==> src/rtl/sdram0_read_arbiter.sv <==
// rtl/sdram0_read_arbiter.sv - two-requester round-robin arbiter for the f2h_sdram0 burst read port
//
// Two FPGA read masters share one Avalon-MM burst read port. Command slots are
// granted round-robin. Accepted bursts are queued in order in a small tracker
// FIFO, so each returned beat can be routed to the master that issued it.
//
// Ports:
//   clk, rst_n                 clock and synchronous active-low reset
//   m0_* / m1_*                requester command inputs (address, burstcount, read),
//                              waitrequest out, readdata / readdatavalid out
//   s_address, s_burstcount,   command to the SDRAM port
//   s_read
//   s_waitrequest, s_readdata, response from the SDRAM port
//   s_readdatavalid
//   busy                       tracker non-empty or command on the port
//   err_unexpected             sticky: a beat arrived with no burst pending

module sdram0_read_arbiter #(
    parameter int ADDR_W      = 29,
    parameter int DATA_W      = 64,
    parameter int BURST_W     = 8,
    parameter int MAX_PENDING = 4
) (
    input  logic               clk,
    input  logic               rst_n,

    input  logic [ADDR_W-1:0]  m0_address,
    input  logic [BURST_W-1:0] m0_burstcount,
    input  logic               m0_read,
    output logic               m0_waitrequest,
    output logic [DATA_W-1:0]  m0_readdata,
    output logic               m0_readdatavalid,

    input  logic [ADDR_W-1:0]  m1_address,
    input  logic [BURST_W-1:0] m1_burstcount,
    input  logic               m1_read,
    output logic               m1_waitrequest,
    output logic [DATA_W-1:0]  m1_readdata,
    output logic               m1_readdatavalid,

    output logic [ADDR_W-1:0]  s_address,
    output logic [BURST_W-1:0] s_burstcount,
    output logic               s_read,
    input  logic               s_waitrequest,
    input  logic [DATA_W-1:0]  s_readdata,
    input  logic               s_readdatavalid,

    output logic               busy,
    output logic               err_unexpected
);

    localparam int PTR_W = (MAX_PENDING > 1) ? $clog2(MAX_PENDING) : 1;
    localparam int CNT_W = PTR_W + 1;
    localparam logic [CNT_W-1:0] FULL_CNT = CNT_W'(MAX_PENDING);

    // Arbitration state
    logic               r_rr_ptr;
    logic               r_lock_valid;
    logic               r_lock_id;

    // In-order tracker of accepted bursts
    logic               r_fifo_id    [MAX_PENDING];
    logic [BURST_W-1:0] r_fifo_beats [MAX_PENDING];
    logic [PTR_W-1:0]   r_wr_ptr;
    logic [PTR_W-1:0]   r_rd_ptr;
    logic [CNT_W-1:0]   r_count;
    logic [BURST_W-1:0] r_beat_cnt;
    logic               r_err;

    logic               w_grant_valid;
    logic               w_grant_id;
    logic               w_accept;
    logic               w_stall;
    logic [BURST_W-1:0] w_push_beats;
    logic               w_not_empty;
    logic               w_head_id;
    logic [BURST_W-1:0] w_head_beats;
    logic               w_beat;
    logic               w_last_beat;
    logic               w_pop;

    // Grant selection. A stalled command keeps its grant regardless of the
    // full check: it was granted while not full and count cannot grow while
    // the lock is held.
    always_comb begin
        w_grant_valid = 1'b0;
        w_grant_id    = 1'b0;
        if (r_lock_valid) begin
            w_grant_valid = 1'b1;
            w_grant_id    = r_lock_id;
        end else if (r_count < FULL_CNT) begin
            if (m0_read && m1_read) begin
                w_grant_valid = 1'b1;
                w_grant_id    = r_rr_ptr;
            end else if (m0_read) begin
                w_grant_valid = 1'b1;
                w_grant_id    = 1'b0;
            end else if (m1_read) begin
                w_grant_valid = 1'b1;
                w_grant_id    = 1'b1;
            end
        end
    end

    // Zero-latency command path
    assign s_read       = w_grant_valid && (w_grant_id ? m1_read : m0_read);
    assign s_address    = w_grant_id ? m1_address    : m0_address;
    assign s_burstcount = w_grant_id ? m1_burstcount : m0_burstcount;

    assign w_accept = s_read && !s_waitrequest;
    assign w_stall  = s_read &&  s_waitrequest;

    assign m0_waitrequest = !(w_accept && !w_grant_id);
    assign m1_waitrequest = !(w_accept &&  w_grant_id);

    // A zero burstcount still returns one beat on the port, so track it as one.
    assign w_push_beats = (s_burstcount == '0) ? BURST_W'(1) : s_burstcount;

    // Zero-latency response routing from the head of the tracker
    assign w_not_empty  = (r_count != '0);
    assign w_head_id    = r_fifo_id[r_rd_ptr];
    assign w_head_beats = r_fifo_beats[r_rd_ptr];
    assign w_beat       = s_readdatavalid && w_not_empty;
    assign w_last_beat  = (r_beat_cnt == (w_head_beats - BURST_W'(1)));
    assign w_pop        = w_beat && w_last_beat;

    assign m0_readdata      = s_readdata;
    assign m1_readdata      = s_readdata;
    assign m0_readdatavalid = w_beat && !w_head_id;
    assign m1_readdatavalid = w_beat &&  w_head_id;

    assign busy           = w_not_empty || s_read;
    assign err_unexpected = r_err;

    // Arbitration registers
    always_ff @(posedge clk) begin
        if (!rst_n) begin
            r_rr_ptr     <= 1'b0;
            r_lock_valid <= 1'b0;
            r_lock_id    <= 1'b0;
        end else if (w_accept) begin
            r_rr_ptr     <= ~w_grant_id;
            r_lock_valid <= 1'b0;
        end else if (w_stall) begin
            r_lock_valid <= 1'b1;
            r_lock_id    <= w_grant_id;
        end
    end

    // Tracker storage
    always_ff @(posedge clk) begin
        if (!rst_n) begin
            for (int i = 0; i < MAX_PENDING; i++) begin
                r_fifo_id[i]    <= 1'b0;
                r_fifo_beats[i] <= '0;
            end
        end else if (w_accept) begin
            r_fifo_id[r_wr_ptr]    <= w_grant_id;
            r_fifo_beats[r_wr_ptr] <= w_push_beats;
        end
    end

    // Tracker pointers, pending count, beat counter and error flag.
    // Push is impossible while full, so count never overflows; a
    // simultaneous push and pop leaves it unchanged.
    always_ff @(posedge clk) begin
        if (!rst_n) begin
            r_wr_ptr   <= '0;
            r_rd_ptr   <= '0;
            r_count    <= '0;
            r_beat_cnt <= '0;
            r_err      <= 1'b0;
        end else begin
            if (w_accept) begin
                r_wr_ptr <= r_wr_ptr + PTR_W'(1);
            end
            if (w_pop) begin
                r_rd_ptr   <= r_rd_ptr + PTR_W'(1);
                r_beat_cnt <= '0;
            end else if (w_beat) begin
                r_beat_cnt <= r_beat_cnt + BURST_W'(1);
            end
            case ({w_accept, w_pop})
                2'b10:   r_count <= r_count + CNT_W'(1);
                2'b01:   r_count <= r_count - CNT_W'(1);
                default: r_count <= r_count;
            endcase
            if (s_readdatavalid && !w_not_empty) begin
                r_err <= 1'b1;
            end
        end
    end

endmodule

==> config.mk <==
export PLATFORM = sky130hd
export DESIGN_NAME = sdram0_read_arbiter
export DESIGN_NICKNAME = d
export VERILOG_FILES = /design/src/rtl/sdram0_read_arbiter.sv
export SDC_FILE = /design/constraint.sdc
export NUM_CORES = 1
export LEC_CHECK = 0
export ABC_AREA = 1
export CORE_AREA = 5 5 120 122
export CTS_CLUSTER_DIAMETER = 150
export DETAILED_ROUTE_END_ITERATION = 10
export DIE_AREA = 0 0 125 127
export DONT_BUFFER_PORTS = 1
export PLACE_DENSITY = 0.51
export SLEW_MARGIN = 5
export SYNTH_ARGS = -nofsm -noshare
export SYNTH_HDL_FRONTEND = slang
export SYNTH_SLANG_ARGS = --single-unit
==> constraint.sdc <==
create_clock -name clk -period 4.1 [get_ports clk]
set_input_delay 1.025 -clock clk [delete_from_list [all_inputs] [get_ports clk]]
set_output_delay 1.025 -clock clk [all_outputs]
set_load 0.01 [all_outputs]
* Yosys cells after proc, flatten, opt, wreduce, memory -nomap -nowiden *
Memories as Yosys holds them, arrays and structs flattened. A register that Yosys moved wholly into a read port is not among the register bits.
Cells that the tools add are included.
Widths: inputs -> output; s select.

storage, ports and cells
  flip-flop bits (word level) = 19
  RAM bits = 36
  input bits = 144
  output and inout port bits = 172
  logic and storage cells = 77
  memories kept = 2

operators by class
  $add $sub $neg = 6
  order comparisons = 1
  equality and inequality tests = 3
  mux-type cells = 28
  bitwise logic cells = 3
  reduce and logical (&&, ||, !) cells = 26

memories
  memory        depth  width  read ports  clocked after memory_dff  write ports  line  RTL
  r_fifo_beats  4      8      1           1                         4            63    logic [BURST_W-1:0] r_fifo_beats [MAX_PENDING];
  r_fifo_id     4      1      1           1                         4            62    logic r_fifo_id [MAX_PENDING];

operator list
  operator             count
  $mux 29              1
  $mux 8               3
  $mux 1               17
  $mux 2               6
  $logic_and 1x1->1    11
  $add 8x1->8 const B  1
  $eq 8x8->1           1
  $logic_not 8->1      1
  $reduce_or 8->1      1
  $sub 8x1->8 const B  1
  $logic_not 1->1      6
  $pmux 3 s2           1
  $add 2x1->2 const B  2
  $reduce_or 2->1      2
  $add 3x1->3 const B  1
  $lt 3x3->1 const B   1
  $not 1->1            3
  $reduce_bool 3->1    1
  $sub 3x1->3 const B  1
  $eq 2x1->1 const B   1
  $eq 2x2->1 const B   1
  $reduce_and 2->1     1
  $reduce_bool 2->1    1
  $logic_or 1x1->1     1
  $reduce_or 1->1      1

* Longest topological paths before layout *
  depth after elaboration = 13
  depth in mapped cells = 24
  mapped depth without buffers = 23

* Worst setup path before layout *
OpenSTA, ideal clock, no wires.

  path kind = input -> output
  start point = input port m0_read
  end point = output port s_burstcount[0]
  arrival = 2.127 ns
  required time = 3.075 ns
  path slack = 0.948 ns
  stages on the path = 8
  path buffers = 1
  cells stage by stage = inv_1 > o2111ai_1 > nand2_1 > inv_1 > buf_2 > or2_2 > o21ai_0 > inv_1

between the ends
  longest elaborated chain between the ends = 5
  elaborated cells between the ends (all ways) = 6
  classes of those cells = 5 x mux; 1 x reduce/logical

ends and longest elaborated chain
  item                                         line    RTL
  start, declared                              29      input logic m0_read,
  $mux 1 or $logic_and 1x1->1 (tied branches)  95, 92
  $mux 1 *                                     92      if (m0_read && m1_read) begin
  $mux 1 *                                     91      end else if (r_count < FULL_CNT) begin
  $mux 1 *                                     88      if (r_lock_valid) begin
  $mux 8 *                                     108     assign s_burstcount = w_grant_id ? m1_burstcount : m0_burstcount;
  end, declared                                42      output logic [BURST_W-1:0] s_burstcount,

Mark *: on every way between the ends. The rest lies on a longest branch, timed or not.

==> impl_metrics.tcl <==
set metrics [dict create \
    firstDrtPassIters 5 \
    slew_headroom 0.6758 \
    status "finished clean" \
    cp_max_fo 10 \
    arrival_ps 3680 \
    finalNetCount 634 \
    wirelength_mm 15.37 \
    initial_core_util 0.3320 \
    syn_inst 611 \
    setup_viol 0 \
    seq_area_frac_synth 0.3387 \
    die_w_um 125 \
    fin_crit_sh 0.8446 \
    clk_latency_ps 330 \
    tightest_slew_ps 485.7 \
    worst_setup_path_end_kind "register" \
    yosysUniqueCellTypes 31 \
    path_class "register to register" \
    ir_worst_vdd_v 0.0002149 \
    wl_per_cell_um 23.05 \
    grt_max_degree 37 \
    p_total_mw 1.658 \
    syn_area_per_cell_um2 7.110 \
    cts_resized 0 \
    grt_pass1_vias 3217 \
    period_needed_ps 3463 \
    rows 42 \
    postLayoutCellArea_mm2 0.003860 \
    layout_common_cells "nand2_1, inv_1, nor2_1" \
    start_kind "register" \
    htreeDepth 3 \
    ioPinCount 316 \
    diodes 0 \
    gp_congestion 0.8117 \
    die-area_mm2 0.01588 \
    drc 0 \
    max_cap_violations 0 \
    io_buffers 0 \
    synth_top_area_cell "edfxtp_1" \
    cts.sinks 57 \
    hold_buffers 0 \
    hold_class "register to register" \
    p_per_area_mw_per_mm2 429.6 \
    final_common_cell "nand2_1" \
    syn_nets 759 \
    antenna_found_initial 1 \
    rsz0062_at_grt "false" \
    fmaxAchievable_mhz 288.8 \
    final_util 0.2950 \
    post_cts_buffers 0 \
    maxSlewViolCount 0 \
    drive_gt1_frac 0.09980 \
    timing_hold_violations_final 0 \
    grt_pass1_wl_mm 21.78 \
    via_per_inst 4.939 \
    finalSetupTns_ps 0 \
    syn2layout_area_growth_pct -11.15 \
    leakage_nw 1.710 \
    numCtsBuffers 9 \
    clockBufferDepth 2 \
    die_h_um 127 \
    antenna_left 0 \
    dp_slack_ps 638.3 \
    synth_warnings 0 \
    grt_overflow 0 \
    synth-seq-cells 57 \
    yosys-top-cells-area "edfxtp_1, buf_4, nand2_1" \
    cts_root_buf "clkbuf_16" \
    synth_area_mm2 0.004344 \
    place_hpwl_mm 12.95 \
    cts_tree "yes" \
    worstPathRequired_ps 4310 \
    clk_pin_slew_worst_paths_ps 50 \
    core_area_mm2 0.01309 \
    clock_skew_ps 3.347 \
    num_vias 3294 \
    placed_area_mm2 0.003571 \
    initialDrtViolationCount 221 \
    grt.total_usage 0.1890 \
    synth_top_area_share 0.2281 \
    setup_slack_ps 637.3 \
]
-- metal layers --
metal | up-vias | wire length (µm) | global-route usage
met1 | 1483 | 5628 | 0.2135
met2 | 255 | 7007 | 0.2860
met5 | - | 131 | 0.05882
met4 | 4 | 183 | 0.04082
li1 | 1530 | - | -
met3 | 22 | 2423 | 0.1361
-- worst max-delay path, cell delays in order, from the launching register on --
cell and delay [ps]:
dfxtp_1 620, inv_4 160, nand3_1 140, nand2_1 110
ha_1 340, nand2_1 70, inv_1 30, nor2_1 80
nand3_1 80, a21oi_1 120, nand3_1 80, nor2_1 100
nand2_1 60, nor2_2 150, nand2_2 90, inv_2 70
ha_1 130, inv_1 70, fa_1 380, a21oi_1 140
o21ai_0 110, o21ai_0 160, a21oi_1 50
-- registers in the layout, indices dropped and copies added (netlist names), 2 cells and up, named ones only --
signal	flops
r_fifo_beats	32
r_fifo_id	4
r_wr_ptr	2
r_rd_ptr	2
r_beat_cnt	8
r_count	3
-- cell type report --
type                       instances  area (µm²)
multi-input combinational        360        1630
tap                              176       220.2
inverter                          51       196.4
clock inverter                     4       42.54
sequential                        57        1471
clock buffer                      12       246.5
timing repair buffer               7       52.55
fill                            1432        9225
-- per-stage QoR --
step	hold WS (ps)	cells
finish	455.8	667
global placement	437.9	651
floorplan	422.6	611
detailed placement	439.8	651
global route	467.7	667
CTS	453.0	667
-- path summary, 6_finish.rpt --
path	from	endpoint	slack (ps)	depth (start not counted)
worst min-delay path	r_count[0]	r_count[0]	460	1
worst max register to register	register	r_count[2]	640	22
worst max-delay path	register	r_count[2]	640	22
worst min register to register	r_count[0]	r_count[0]	460	1
-- power breakdown --
| part | internal (mW) | switching (mW) |
|---|---|---|
| Combinational | 0.0661 | 0.207 |
| Clock | 0.481 | 0.254 |
| Sequential | 0.636 | 0.0135 |
-- synth_stat cells (all sizes together) --
cell type / instances
a21oi: 16
nand4: 1
nand3b: 1
xor2: 6
buf: 137
edfxtp: 33
nand3: 35
a211oi: 1
or2: 2
o21ai: 15
dfxtp: 24
o2111ai: 1
nand2: 213
ha: 3
a32oi: 1
clkbuf: 6
nor2: 51
nor3: 13
fa: 1
inv: 51
-- kinds of logic after synthesis --
group,share of synthesized area
and+or+nand+nor,0.3085
buffers and inverters,0.2860
DFF,0.3387
AOI/OAI and AO/OA,0.04148
xor gates and xnor gates,0.01210
adders and majority gates,0.01325
(Power assumes the default switching activity.)
